<file path="src/rtl/alu_exec_unit_if.sv">
// Issue/result bundle between the reservation station and the ALU execution unit.
// Valid-only handshake: alu_en marks a valid issue each cycle; alu_rdy marks a valid result.
interface alu_exec_unit_if;
  logic        alu_en;
  logic [4:0]  alu_type;
  logic [31:0] alu_data_j;
  logic [31:0] alu_data_k;
  logic [31:0] alu_imm;
  logic [31:0] alu_rob_id_in;
  logic        alu_rdy;
  logic [31:0] alu_rob_id_out;
  logic [31:0] alu_result;

  modport master (
    output alu_en, alu_type, alu_data_j, alu_data_k, alu_imm, alu_rob_id_in,
    input  alu_rdy, alu_rob_id_out, alu_result
  );

  modport slave (
    input  alu_en, alu_type, alu_data_j, alu_data_k, alu_imm, alu_rob_id_in,
    output alu_rdy, alu_rob_id_out, alu_result
  );
endinterface

</file>
<file path="src/rtl/alu_exec_unit.sv">
// Two-stage RV32I integer execution unit: stage 1 captures the issued op, stage 2
// computes and presents a one-cycle result pulse. Flush squashes both stages.
module alu_exec_unit #(
  parameter int ROB_W = 4
) (
  input  logic             clk_in,
  input  logic             rst_in,
  input  logic             rdy_in,
  input  logic             flush,
  alu_exec_unit_if.slave   alu
);

  logic              r_s1_valid;
  logic [3:0]        r_s1_op;
  logic [31:0]       r_s1_a;
  logic [31:0]       r_s1_b;
  logic [ROB_W-1:0]  r_s1_rob_lo;
  logic [31:ROB_W]   r_s1_rob_hi;
  logic              r_rdy;
  logic [31:0]       r_result;
  logic [31:0]       r_rob_out;

  logic [31:0]       w_b_sel;
  logic [4:0]        w_shamt;
  logic              w_lt_s;
  logic              w_lt_u;
  logic [31:0]       w_sra;
  logic [31:0]       w_result;

  // alu_type[4] only steers the B mux; it is not part of the stored opcode.
  assign w_b_sel = alu.alu_type[4] ? alu.alu_imm : alu.alu_data_k;
  assign w_shamt = r_s1_b[4:0];
  assign w_lt_s  = $signed(r_s1_a) < $signed(r_s1_b);
  assign w_lt_u  = r_s1_a < r_s1_b;
  assign w_sra   = $unsigned($signed(r_s1_a) >>> w_shamt);

  always_comb begin
    w_result = 32'd0;
    case (r_s1_op)
      4'd0:    w_result = r_s1_a + r_s1_b;
      4'd1:    w_result = r_s1_a - r_s1_b;
      4'd2:    w_result = r_s1_a << w_shamt;
      4'd3:    w_result = {31'd0, w_lt_s};
      4'd4:    w_result = {31'd0, w_lt_u};
      4'd5:    w_result = r_s1_a ^ r_s1_b;
      4'd6:    w_result = r_s1_a >> w_shamt;
      4'd7:    w_result = w_sra;
      4'd8:    w_result = r_s1_a | r_s1_b;
      4'd9:    w_result = r_s1_a & r_s1_b;
      4'd10:   w_result = {31'd0, r_s1_a == r_s1_b};
      4'd11:   w_result = {31'd0, r_s1_a != r_s1_b};
      4'd12:   w_result = {31'd0, ~w_lt_s};
      4'd13:   w_result = {31'd0, ~w_lt_u};
      4'd14:   w_result = r_s1_b;
      default: w_result = 32'd0;
    endcase
  end

  always_ff @(posedge clk_in or negedge rst_in) begin
    if (!rst_in) begin
      r_s1_valid  <= 1'b0;
      r_s1_op     <= 4'd0;
      r_s1_a      <= 32'd0;
      r_s1_b      <= 32'd0;
      r_s1_rob_lo <= '0;
      r_s1_rob_hi <= '0;
      r_rdy       <= 1'b0;
      r_result    <= 32'd0;
      r_rob_out   <= 32'd0;
    end else if (rdy_in) begin
      if (flush) begin
        // Data registers keep stale contents; only the valid bits matter.
        r_s1_valid <= 1'b0;
        r_rdy      <= 1'b0;
      end else begin
        r_s1_valid <= alu.alu_en;
        if (alu.alu_en) begin
          r_s1_op     <= alu.alu_type[3:0];
          r_s1_a      <= alu.alu_data_j;
          r_s1_b      <= w_b_sel;
          r_s1_rob_lo <= alu.alu_rob_id_in[ROB_W-1:0];
          r_s1_rob_hi <= alu.alu_rob_id_in[31:ROB_W];
        end
        r_rdy <= r_s1_valid;
        if (r_s1_valid) begin
          r_result  <= w_result;
          r_rob_out <= {r_s1_rob_hi, r_s1_rob_lo};
        end
      end
    end
  end

  assign alu.alu_rdy        = r_rdy;
  assign alu.alu_result     = r_result;
  assign alu.alu_rob_id_out = r_rob_out;

endmodule

</file>
<file path="src/flat_wrapper.sv">
// flat-port wrapper written by rule: the top's interface ports become plain ports
module alu_exec_unit_flat 
#(
  parameter int ROB_W = 4
)
  (clk_in, rst_in, rdy_in, flush, alu_alu_en, alu_alu_type, alu_alu_data_j, alu_alu_data_k, alu_alu_imm, alu_alu_rob_id_in, alu_alu_rdy, alu_alu_rob_id_out, alu_alu_result);
  alu_exec_unit_if alu_i ();
  input  logic clk_in;
  input  logic rst_in;
  input  logic rdy_in;
  input  logic flush;
  input wire logic [$bits(alu_i.alu_en)-1:0] alu_alu_en;
  input wire logic [$bits(alu_i.alu_type)-1:0] alu_alu_type;
  input wire logic [$bits(alu_i.alu_data_j)-1:0] alu_alu_data_j;
  input wire logic [$bits(alu_i.alu_data_k)-1:0] alu_alu_data_k;
  input wire logic [$bits(alu_i.alu_imm)-1:0] alu_alu_imm;
  input wire logic [$bits(alu_i.alu_rob_id_in)-1:0] alu_alu_rob_id_in;
  output wire logic [$bits(alu_i.alu_rdy)-1:0] alu_alu_rdy;
  output wire logic [$bits(alu_i.alu_rob_id_out)-1:0] alu_alu_rob_id_out;
  output wire logic [$bits(alu_i.alu_result)-1:0] alu_alu_result;
  assign alu_i.alu_en = alu_alu_en;
  assign alu_i.alu_type = alu_alu_type;
  assign alu_i.alu_data_j = alu_alu_data_j;
  assign alu_i.alu_data_k = alu_alu_data_k;
  assign alu_i.alu_imm = alu_alu_imm;
  assign alu_i.alu_rob_id_in = alu_alu_rob_id_in;
  assign alu_alu_rdy = alu_i.alu_rdy;
  assign alu_alu_rob_id_out = alu_i.alu_rob_id_out;
  assign alu_alu_result = alu_i.alu_result;
  alu_exec_unit #(.ROB_W(ROB_W)) u_core (.clk_in(clk_in), .rst_in(rst_in), .rdy_in(rdy_in), .flush(flush), .alu(alu_i));
endmodule
</file>
<file path="config.mk">
export PLATFORM = sky130hd
export DESIGN_NAME = alu_exec_unit_flat
export DESIGN_NICKNAME = d
export VERILOG_FILES = /design/src/rtl/alu_exec_unit_if.sv /design/src/rtl/alu_exec_unit.sv /design/src/flat_wrapper.sv
export SDC_FILE = /design/constraint.sdc
export NUM_CORES = 1
export LEC_CHECK = 0
export ABC_AREA = 1
export BUFFER_PORTS_ARGS = -buffer_cell sky130_fd_sc_hd__clkbuf_2
export CELL_PAD_IN_SITES_DETAIL_PLACEMENT = 0
export CELL_PAD_IN_SITES_GLOBAL_PLACEMENT = 1
export CORE_UTILIZATION = 25
export DETAILED_ROUTE_END_ITERATION = 8
export GPL_ROUTABILITY_DRIVEN = 0
export GPL_TIMING_DRIVEN = 1
export PLACE_DENSITY_LB_ADDON = 0.05
export RECOVER_POWER = 25
export SLEW_MARGIN = 20
export SYNTH_ARGS = -nofsm -noshare
export SYNTH_HDL_FRONTEND = slang
export SYNTH_SLANG_ARGS = --single-unit
</file>
<file path="constraint.sdc">
create_clock -name clk_in -period 3 [get_ports clk_in]
set_input_delay 0.6 -clock clk_in [delete_from_list [all_inputs] [get_ports clk_in]]
set_output_delay 0.6 -clock clk_in [all_outputs]
set_load 0.005 [all_outputs]
</file>
==> flow_summary.json, run 1 <==
{
  "instances_no_fill": 3751,
  "drt-vias-per-instance": 5.09,
  "clkPwrFrac_pct": 16.2,
  "slew_violations": 34,
  "crit_path_cell_trace": "inv_1, ha_2, a21oi_1, o21ai_1, a21oi_1, o21ai_1, or2_2, nand3_1, nand3_1, nor2_1, nand2_1, nand2_1, nand2_1",
  "seq_area_frac_synth_pct": 25.7,
  "yosys_warnings": 0,
  "worstPathArrival_ns": 3.30,
  "yosysTopAreaCellShare_pct": 25.7,
  "grt_max_degree": 75,
  "track_usage_pct": 27.7,
  "drt-total-wl_um": 91600,
  "timing.final.hold_violations": 0,
  "hpwl_um": 75200,
  "end_kind": "register",
  "crit_family": "compound AO/OA/AOI/OAI gates",
  "drive_gt1_share_pct": 21.5,
  "route.antenna.remaining_nets": 0,
  "period_share_pct": 97.1,
  "fmax_ghz": 0.343,
  "path_max_fanout": 6,
  "wl_per_cell_um": 24.4,
  "grt_pass1_vias": 18974,
  "p_seq_share_pct": 22.4,
  "rsz0062_at_grt": "true",
  "synth-main-ff-cell": "dfrtp_1",
  "diodes": 0,
  "cp_common_cell": "nand2_1",
  "synthTopCellsByArea": "dfrtp_1 (26%), nand2_1 (21%), ha_1 (8.0%)",
  "dr_total_vias": 19104,
  "num_io_pins": 203,
  "setup_viol": 0,
  "irDropWorstVdd_mv": 0.409,
  "port_buffers": 202,
  "holdWs_ns": 0.0233,
  "skew_ns": 0.0206,
  "critical_path_buf_inv_count": 1,
  "synth-seq-cells": 166,
  "status": "finished with violations",
  "antenna_found_initial": 1,
  "syn-cell-area_sq_um": 16200,
  "clockRootBuffer": "clkbuf_16",
  "synth_xor_area_share_pct": 0.108,
  "synth_top_family_by_area": "simple AND/OR/NAND/NOR gates",
  "rows": 92,
  "worst_slew_pin_slew_ns": 1.83,
  "synth_compound_area_share_pct": 21.4,
  "start_util_pct": 25.5,
  "cts_tree": "yes",
  "grt_pass1_wl_um": 133000,
  "coreArea_sq_um": 63500,
  "tns_ns": 0,
  "synth_edf_count": 0,
  "slew-limit-headroom_pct": -22.1,
  "pwr-share-comb_pct": 61.4,
  "dr.pass1.iters": 6,
  "die_y_um": 256,
  "avgSynthCellArea_sq_um": 6.27,
  "initialDrtViolationCount": 1744,
  "fin_crit_ns": 2.91,
  "required_ns": 3.39,
  "powerDensity_nw_per_um2": 712,
  "numPlacedInstances": 3713,
  "postSynthCellCount": 2581,
  "cts_buffer_depth": 2,
  "hold_path.class": "in2async",
  "synthSimpleGateAreaFrac_pct": 33.4,
  "muxShareOfSynthArea_pct": 0.742,
  "die_area_sq_um": 65800,
  "crit_slowest_cell": "dfrtp_1",
  "yosysMostFrequentCell": "nand2_1",
  "async_flop_share_pct": 100,
  "place_area_sq_um": 19400,
  "synth_fa_ha_area_share_pct": 8.21,
  "p_int_mw": 6.83,
  "max_stage_delay_ns": 0.39,
  "yosys.cell_types.count": 55,
  "drc_errors": 0,
  "cts_made_buffers": 17,
  "p_sw_mw": 7.53,
  "clk_pin_slew_worst_paths_ns": 0.08,
  "ys_top_cells_by_count": "nand2_1 (889), inv_1 (218), o21ai_0 (182), dfrtp_1 (166), nor2_1 (158)",
  "synth_top_area_cell": "dfrtp_1",
  "cts_hold_buf": 0,
  "violations": "capacitance limit, slew limit",
  "area_growth_pct": 24.6,
  "stdcell_area_sq_um": 20200,
  "final_nets": 3135,
  "critPathKind": "reg2reg",
  "die_w_um": 256,
  "startpoint_type": "register",
  "clk-insertion-delay-late_ns": 0.50,
  "maxCapViolCount": 1,
  "h-tree-depth": 4,
  "swShare_pct": 52.4,
  "syn_nets": 2824,
  "grt-ovfl-total": 0,
  "clock-sinks": 166,
  "p_leak_nw": 10.1
}
==> state kept, by name, summed over array words and instances, names as in the netlist <==
| name | count |
|---|---|
| u_core.r_s1_rob_lo | 4 |
| u_core.alu.alu_result | 32 |
| u_core.r_s1_op | 4 |
| u_core.r_s1_rob_hi | 28 |
| u_core.r_s1_valid | 1 |
| u_core.alu.alu_rob_id_out | 32 |
| u_core.r_s1_a | 32 |
| u_core.alu.alu_rdy | 1 |
| u_core.r_s1_b | 32 |
==> worst paths after layout <==
check / to / depth (start not counted) / slack [ns] / start
setup / recovery: u_core.alu.alu_result[14] / 13 / 0.09 / u_core.r_s1_a[7]
hold / removal: u_core.r_s1_rob_hi[30] / 1 / 0.02 / rst_in
setup reg to reg: u_core.alu.alu_result[14] / 13 / 0.09 / u_core.r_s1_a[7]
hold reg to reg: u_core.alu.alu_rob_id_out[16] / 2 / 0.46 / u_core.r_s1_rob_hi[16]
max in group asynchronous: u_core.r_s1_b[2] / 2 / 0.50 / rst_in
min in group clk_in: u_core.r_s1_rob_hi[30] / 3 / 0.29 / alu_alu_rob_id_in[30]
==> cells by family (layout without fill, tap and decap cells) <==
logic type / count (synthesis) / in the layout
compound gates: 597 / 597
xor+xnor: 2 / 2
fa+ha+maj: 105 / 105
buf+inv: 394 / 718
flops: 166 / 166
mux: 12 / 12
simple gates: 1305 / 1305
==> worst reg2reg max path: stages (launching register included) <==
cell	delay, ns
dfrtp_1	0.39
inv_1	0.17
ha_2	0.36
a21oi_1	0.32
o21ai_1	0.21
a21oi_1	0.29
o21ai_1	0.21
or2_2	0.31
nand3_1	0.07
nand3_1	0.15
nor2_1	0.16
nand2_1	0.06
nand2_1	0.06
nand2_1	0.05
==> cell usage in the layout, fill, tap and decap left out, types with 16 or more instances in the layout <==
cell and instances:
nand2_1 886, clkbuf_16 17, ha_1 84, o21ai_0 175, a21oi_1 121, a21oi_2 17, buf_4 211, o211ai_1 65
o21ai_1 118, clkbuf_2 202, nor3_1 29, nand3_1 145, inv_2 45, o21a_1 16, o22ai_1 26, nor2_1 157
dfrtp_1 152, inv_1 208
==> power groups by stage <==
stage	clock network, mW	registers [mW]	logic, mW
2_1_floorplan	0	3.15	4.62
3_3_place_gp	0	3.25	8.60
3_5_place_dp	0	3.25	8.51
4_1_cts	2.40	3.22	8.57
5_1_grt	2.47	3.29	9.52
6_report	2.32	3.22	8.82
==> layer usage <==
metal | track usage (%) | share of wire [%]
met1 | 37.2 | 45
met2 | 46.1 | 47
met3 | 2.75 | 4.8
met4 | 9.49 | 3.2
met5 | 0 | 0.014
==> timing repair <==
action,in CTS,in global routing
setup buffers,0,6
pin swaps,1,4
resized for setup,11,58
setup endpoints to repair,4,18
==> stage by stage <==
| stage | util, % | total power, mW | worst slack, ns |
|---|---|---|---|
| finish | 31.7 | 14.4 | 0.0867 |
| global route | 31.7 | 15.3 | -0.0340 |
| CTS | 31.4 | 14.2 | 0.00381 |
| detailed placement | 30.5 | 11.8 | -0.173 |
| global placement | 30.5 | 11.8 | -0.196 |
| floorplan | - | 7.77 | 0.226 |
==> cell type report <==
| type | count | area (sq um) |
|---|---|---|
| Multi-Input combinational cell | 2021 | 10500 |
| Tap cell | 846 | 1060 |
| Sequential cell | 166 | 4170 |
| Fill cell | 7327 | 43400 |
| Clock inverter | 15 | 159 |
| Inverter | 259 | 991 |
| Clock buffer | 17 | 425 |
| Timing Repair Buffer | 427 | 2860 |
(Power assumes the default switching activity.)
==> inputs of run 2 (changes only) <==
Settings changed: ABC_AREA 1 to not set.
==> run 2 against run 1 <==
Against the previous run:
- the flow finishes with violations (DRC, capacitance limit, slew limit)
- die area fell by 1.7%
- cell count is 14% lower
- via count decreased by 9.5%
- non-clock buffer count increased by 182
- first-iteration DRC count shrank 9.1%
- power increased by 14%
- sequential cell count unchanged
- clock power is 8% higher
- global-route usage down 1.6 points
- core utilization up 3.0 points
- clock-buffer cell count is the same
- combinational power increased by 21%
- critical endpoint is now u_core.alu.alu_result[23]
- largest power group unchanged
==> flow_summary.json, run 2 <==
{
  "cts_buffer_depth": 2,
  "path_max_fanout": 5,
  "instances_no_fill": 3220,
  "cts_tree": "yes",
  "period_share_pct": 98.6,
  "yosysMostFrequentCell": "dfrtp_1",
  "skew_ns": 0.0219,
  "syn_nets": 2122,
  "slew_violations": 60,
  "use_met3_pct": 4.17,
  "critPathLaunch": "u_core.r_s1_b[1]",
  "dr.pass1.iters": 9,
  "stdcell_area_sq_um": 21900,
  "final_nets": 2604,
  "drt-vias-per-instance": 5.37,
  "clk-insertion-delay-late_ns": 0.51,
  "p_sw_mw": 7.84,
  "hold_path.class": "in2reg",
  "critical_path_buf_inv_count": 4,
  "diodes": 0,
  "grt_max_degree": 61,
  "most-common-layout-cells": "buf_4 (379), clkbuf_2 (203), dfrtp_1 (161)",
  "required_ns": 3.40,
  "cts_made_buffers": 17,
  "cts_hold_buf": 0,
  "yosysTopAreaCellShare_pct": 26.1,
  "initialDrtViolationCount": 1586,
  "nFillCells": 6758,
  "cp_common_cell": "buf_4",
  "grt_pass1_vias": 17100,
  "ys_top_cells_by_count": "dfrtp_1 (166), nand2_1 (157), nor2_1 (149), a21oi_1 (138), o21ai_0 (138)",
  "grt_use_met1_pct": 37.2,
  "synth-main-ff-cell": "dfrtp_1",
  "async_flop_share_pct": 100,
  "syn-cell-area_sq_um": 15900,
  "worstPathArrival_ns": 3.35,
  "p_seq_share_pct": 19.2,
  "drc_errors": 1,
  "timing.final.hold_violations": 0,
  "crit_slowest_cell": "dfrtp_4",
  "synth_top_area_cell": "dfrtp_1",
  "grt.busiest_layer": "met2",
  "final_core_util_pct": 34.7,
  "setup_viol": 0,
  "antenna_found_initial": 2,
  "area_growth_pct": 37.4,
  "route.antenna.remaining_nets": 0,
  "status": "finished with violations",
  "numPlacedInstances": 3171,
  "p_int_mw": 8.54,
  "track_usage_pct": 26.1,
  "coreArea_sq_um": 63000,
  "crit_path_cell_trace": "inv_2, ha_4, a211oi_2, buf_4, nor3_4, o21a_1, o21ai_1, buf_4, nand2b_1, a31o_2, a221o_1, o21ai_1, buf_4, a31oi_1",
  "postSynthCellCount": 1879,
  "critPathKind": "reg2reg",
  "seq_area_frac_synth_pct": 26.1,
  "fmax_ghz": 0.338,
  "path_depth": 14,
  "clkPwrFrac_pct": 15.3,
  "end_kind": "register",
  "rr_startpoint": "u_core.r_s1_b[1]",
  "slew-limit-headroom_pct": -19.5,
  "crit_end": "u_core.alu.alu_result[23]",
  "layout_commonest_cell": "buf_4",
  "worst_slew_pin_slew_ns": 1.79,
  "powerDensity_nw_per_um2": 749,
  "ff2ff_setup_slack_ns": 0.04,
  "reg2reg_to": "u_core.alu.alu_result[23]",
  "dr_total_vias": 17298,
  "rsz0062_at_grt": "true",
  "hpwl_um": 67100,
  "clock-sinks": 166,
  "clk_pin_slew_worst_paths_ns": 0.09,
  "synth-seq-cells": 166,
  "grt_pass1_wl_um": 122000,
  "port_buffers": 202,
  "synth_edf_count": 0,
  "yosys_warnings": 0,
  "drive_gt1_share_pct": 38.6,
  "drt-total-wl_um": 84800,
  "fin_crit_ns": 2.96,
  "max_stage_delay_ns": 0.52,
  "num_io_pins": 203,
  "reg2reg_depth": 14,
  "wl_per_cell_um": 26.3,
  "grt-ovfl-total": 0,
  "pwr-share-comb_pct": 65.5,
  "crit_family": "compound AO/OA/AOI/OAI gates",
  "swShare_pct": 47.9,
  "p_leak_nw": 9.91,
  "gr-usage-met2_pct": 40.1,
  "rows": 92,
  "place_area_sq_um": 20600,
  "yosys.cell_types.count": 99,
  "synthTopCellsByArea": "dfrtp_1 (26%), mux2_2 (8.4%), ha_1 (8.1%)",
  "die_area_sq_um": 64700,
  "maxCapViolCount": 1,
  "irDropWorstVdd_mv": 0.507,
  "start_util_pct": 25.3,
  "startpoint_type": "register",
  "h-tree-depth": 4,
  "avgSynthCellArea_sq_um": 8.47,
  "die_y_um": 254,
  "clockRootBuffer": "clkbuf_16",
  "violations": "DRC, capacitance limit, slew limit",
  "die_w_um": 254
}
[run 2: cell count changes after synthesis, sizes merged, moves of 31 or more]
| cell | before | now |
|---|---|---|
| buf | 85 | 54 |
| o21ai | 303 | 157 |
| o211ai | 65 | 31 |
| inv | 258 | 97 |
| clkbuf | 50 | 92 |
| mux2i | 12 | 101 |
| nand2 | 902 | 157 |
| nand3 | 146 | 29 |
| mux2 | 0 | 129 |
[run 2: logic make-up (layout without fill, tap and decap cells)]
| family | Yosys count | in the layout | synth area share (%) |
|---|---|---|---|
| AOI/OAI and AO/OA | 608 | 608 | 25.6 |
| xor gates and xnor gates | 13 | 13 | 0.715 |
| adders and majority gates | 105 | 105 | 8.35 |
| buffers and inverters | 245 | 740 | 6.65 |
| DFF | 166 | 166 | 26.1 |
| muxes | 247 | 247 | 18.2 |
| and+or+nand+nor | 495 | 495 | 14.5 |
[run 2: worst min path at each step]
stage                                         start                   endpoint  slack, ns  depth (start not counted)
after floorplan                              rst_in         u_core.alu.alu_rdy       0.30                          0
after global placement    u_core.alu.alu_result[10]  u_core.alu.alu_result[10]       0.47                          2
after global routing          alu_alu_rob_id_in[12]     u_core.r_s1_rob_hi[12]       0.29                          2
final                          alu_alu_rob_id_in[6]      u_core.r_s1_rob_hi[6]       0.31                          2
after detailed placement   u_core.alu.alu_result[4]   u_core.alu.alu_result[4]       0.47                          2
after CTS                                    rst_in          u_core.r_s1_b[24]       0.05                          1
[run 2: cell type report]
cell class | count | area (sq um) | share of cell area [%]
inverter | 99 | 380 | 1.74
multi-input combinational | 1468 | 11300 | 51.5
tap | 846 | 1060 | 4.84
sequential | 166 | 4160 | 19.0
timing repair buffer | 609 | 4370 | 20.0
clock buffer | 17 | 425 | 1.95
clock inverter | 15 | 219 | 1.00
[run 2: metal layers]
metal / share of wire [%] / wire length, um
met5: 0 / 0
met4: 2.5 / 2110
met3: 5.9 / 5030
met2: 44 / 37500
met1: 47 / 40100
[run 2: per-stage QoR]
| stage | setup WS [ns] | setup TNS, ns | hold slack (ns) | power (mW) |
|---|---|---|---|---|
| after floorplan | -0.000942 | -0.00115 | 0.304 | 8.27 |
| after global placement | -0.552 | -5.36 | 0.467 | 13.2 |
| after detailed placement | -0.514 | -5.30 | 0.471 | 13.2 |
| after CTS | -0.0218 | -0.0218 | 0.0518 | 16.0 |
| after global routing | -0.0506 | -0.320 | 0.286 | 17.3 |
| final | 0.0432 | 0 | 0.314 | 16.4 |
[run 2: power by group through the flow]
| stage | clock, mW | combinational (mW) | sequential, mW |
|---|---|---|---|
| 2_1_floorplan | 0 | 5.06 | 3.21 |
| 3_3_place_gp | 0 | 10.0 | 3.17 |
| 3_5_place_dp | 0 | 10.0 | 3.18 |
| 4_1_cts | 2.63 | 10.3 | 3.15 |
| 5_1_grt | 2.67 | 11.4 | 3.22 |
| 6_report | 2.51 | 10.7 | 3.15 |
[run 2: what timing repair did]
action,in CTS,in global routing
pin swaps,12,25
gates resized for setup,42,84
gates cloned,0,2
buffers inserted,6,9
endpoints found under the setup margin,25,30
==> inputs of run 3 (changes only) <==
Clock period 3 ns to 3.25 ns, I/O delays scaled along.
==> run 3 against run 2 <==
Against the previous run:
- the run ends with capacitance limit, slew limit left
- via count is 2.5% lower
- highest routed layer unchanged
- power shrank 13%
- register-to-register slack improved by 0.04 ns
- wire length down 1.4%
- design area shrank 5.8%
==> flow_summary.json, run 3 (synthesis gave the netlist of run 2 again) <==
{
  "drt-total-wl_um": 83600,
  "p_int_mw": 7.35,
  "h-tree-depth": 4,
  "powerDensity_nw_per_um2": 693,
  "layout_setup_ws_ns": 0.0826,
  "num_io_pins": 203,
  "cp_common_cell": "buf_4",
  "grt_max_degree": 77,
  "worstPathArrival_ns": 3.55,
  "die_w_um": 254,
  "initialDrtViolationCount": 1453,
  "crit_path_cell_trace": "inv_4, buf_4, mux2i_1, mux2_2, nor3_1, a2111oi_4, buf_4, o211ai_1, a31oi_2, nor4_1, a211o_1",
  "p_seq_share_pct": 20.6,
  "swShare_pct": 48.5,
  "clkPwrFrac_pct": 15.8,
  "violations": "capacitance limit, slew limit",
  "pwr-share-comb_pct": 63.6,
  "holdWs_ns": 0.370,
  "grt_pass1_wl_um": 120000,
  "crit_slowest_cell": "buf_4",
  "setup_viol": 0,
  "period_share_pct": 97.5,
  "p_leak_nw": 9.28,
  "startpoint_type": "register",
  "hpwl_um": 65900,
  "coreArea_sq_um": 63000,
  "dpl_worst_slack_ns": -0.133,
  "drive_gt1_share_pct": 33.3,
  "die_y_um": 254,
  "p_sw_mw": 6.92,
  "area_growth_pct": 29.4,
  "final_core_util_pct": 32.7,
  "required_ns": 3.64,
  "clockRootBuffer": "clkbuf_16",
  "cts_hold_buf": 0,
  "end_kind": "register",
  "timing.final.hold_violations": 0,
  "drt-vias-per-instance": 5.42,
  "clk-insertion-delay-late_ns": 0.50,
  "crit_family": "compound AO/OA/AOI/OAI gates",
  "hold_path.class": "in2reg",
  "layout_commonest_cell": "buf_4",
  "cts_buffer_depth": 2,
  "critPathKind": "reg2reg",
  "track_usage_pct": 25.8,
  "drc_errors": 0,
  "fin_crit_ns": 3.17,
  "status": "finished with violations",
  "grt_pass1_vias": 16777,
  "dr.pass1.iters": 5,
  "worst_slew_pin_slew_ns": 3.11,
  "rsz0062_at_grt": "true",
  "fmax_ghz": 0.316,
  "slew-limit-headroom_pct": -108,
  "cts_tree": "yes",
  "skew_ns": 0.0173,
  "grt-ovfl-total": 0,
  "die_area_sq_um": 64700,
  "dr_total_vias": 16861,
  "start_util_pct": 25.3,
  "slew_violations": 38,
  "critical_path_buf_inv_count": 3,
  "rows": 92,
  "clock-sinks": 166,
  "route.antenna.remaining_nets": 0,
  "wl_per_cell_um": 26.9,
  "most-common-layout-cells": "buf_4 (279), clkbuf_2 (201), dfrtp_1 (161)",
  "maxCapViolCount": 1,
  "clk_pin_slew_worst_paths_ns": 0.09,
  "cts_made_buffers": 17,
  "irDropWorstVdd_mv": 0.366,
  "port_buffers": 202,
  "path_max_fanout": 52,
  "antenna_found_initial": 2,
  "max_stage_delay_ns": 0.59,
  "final_nets": 2494
}
==> run 3: changes by cell type in the layout (fill, tap and decap cells not counted), sizes merged <==
cell,change
buf,-106
bufinv,+1
clkbuf,-4
clkinv,-5
clkinvlp,+1
diode,+2
inv,+3
==> run 3: power by group through the flow <==
stage	clock network, mW	logic, mW	registers (mW)
2_1_floorplan	0	4.60	2.96
3_3_place_gp	0	8.77	2.97
3_5_place_dp	0	8.72	2.98
4_1_cts	2.37	8.79	2.95
5_1_grt	2.42	9.64	3.01
6_report	2.26	9.07	2.94
==> run 3: worst paths after layout <==
check,depth (start not counted),endpoint,startpoint,slack [ns]
max in group asynchronous,1,u_core.alu.alu_result[9],rst_in,0.31
min in group asynchronous,1,u_core.r_s1_b[24],rst_in,1.17
min,2,u_core.r_s1_rob_hi[22],alu_alu_rob_id_in[22],0.37
min reg2reg,2,u_core.alu.alu_result[4],u_core.alu.alu_result[4],0.49
max,11,u_core.alu.alu_result[30],u_core.r_s1_b[2],0.08
max reg2reg,11,u_core.alu.alu_result[30],u_core.r_s1_b[2],0.08
==> run 3: worst reg2reg max path, delay by kind of cell, from the launching register on <==
kind | cells | cell delay [ns]
DFF | 1 | 0.45
AOI/OAI and AO/OA | 4 | 0.93
buffers and inverters | 3 | 0.85
and+or+nand+nor | 2 | 0.17
muxes | 2 | 0.65
==> run 3: repair_timing <==
item	4_1_cts	5_1_grt
gates resized for setup	9	48
setup endpoints to repair	11	22
endpoints found under the hold margin	0	0
setup buffers	0	3
pin swaps	1	9
==> run 3: routing by layer <==
| layer | GRT usage, % | up-vias | share of wire (%) |
|---|---|---|---|
| met4 | 7.42 | 0 | 2.1 |
| met3 | 3.44 | 80 | 5.8 |
| met1 | 37.0 | 8442 | 47 |
| met5 | 0 | - | 0 |
| met2 | 40.2 | 604 | 45 |
| li1 | - | 7735 | - |
==> run 3: metrics by stage <==
stage	setup TNS [ns]	total power [mW]	cells	instance area, sq um
after global routing	-0.500	15.1	3110	20600
after detailed placement	-0.353	11.7	3075	19700
after global placement	-0.561	11.7	3075	19700
after CTS	0	14.1	3107	20400
final	0	14.3	3112	20600
after floorplan	-0.0252	7.56	1879	15900
==> run 3: area by class of cell <==
type	count	area [sq um]
fillers	6806	42400
multi-input cells	1468	10900
flip-flops and latches	166	4160
repair buffers	499	3440
well taps	846	1060
clock buffers	17	425
inverters	99	377
clock inverters	15	196
diodes	2	5.00
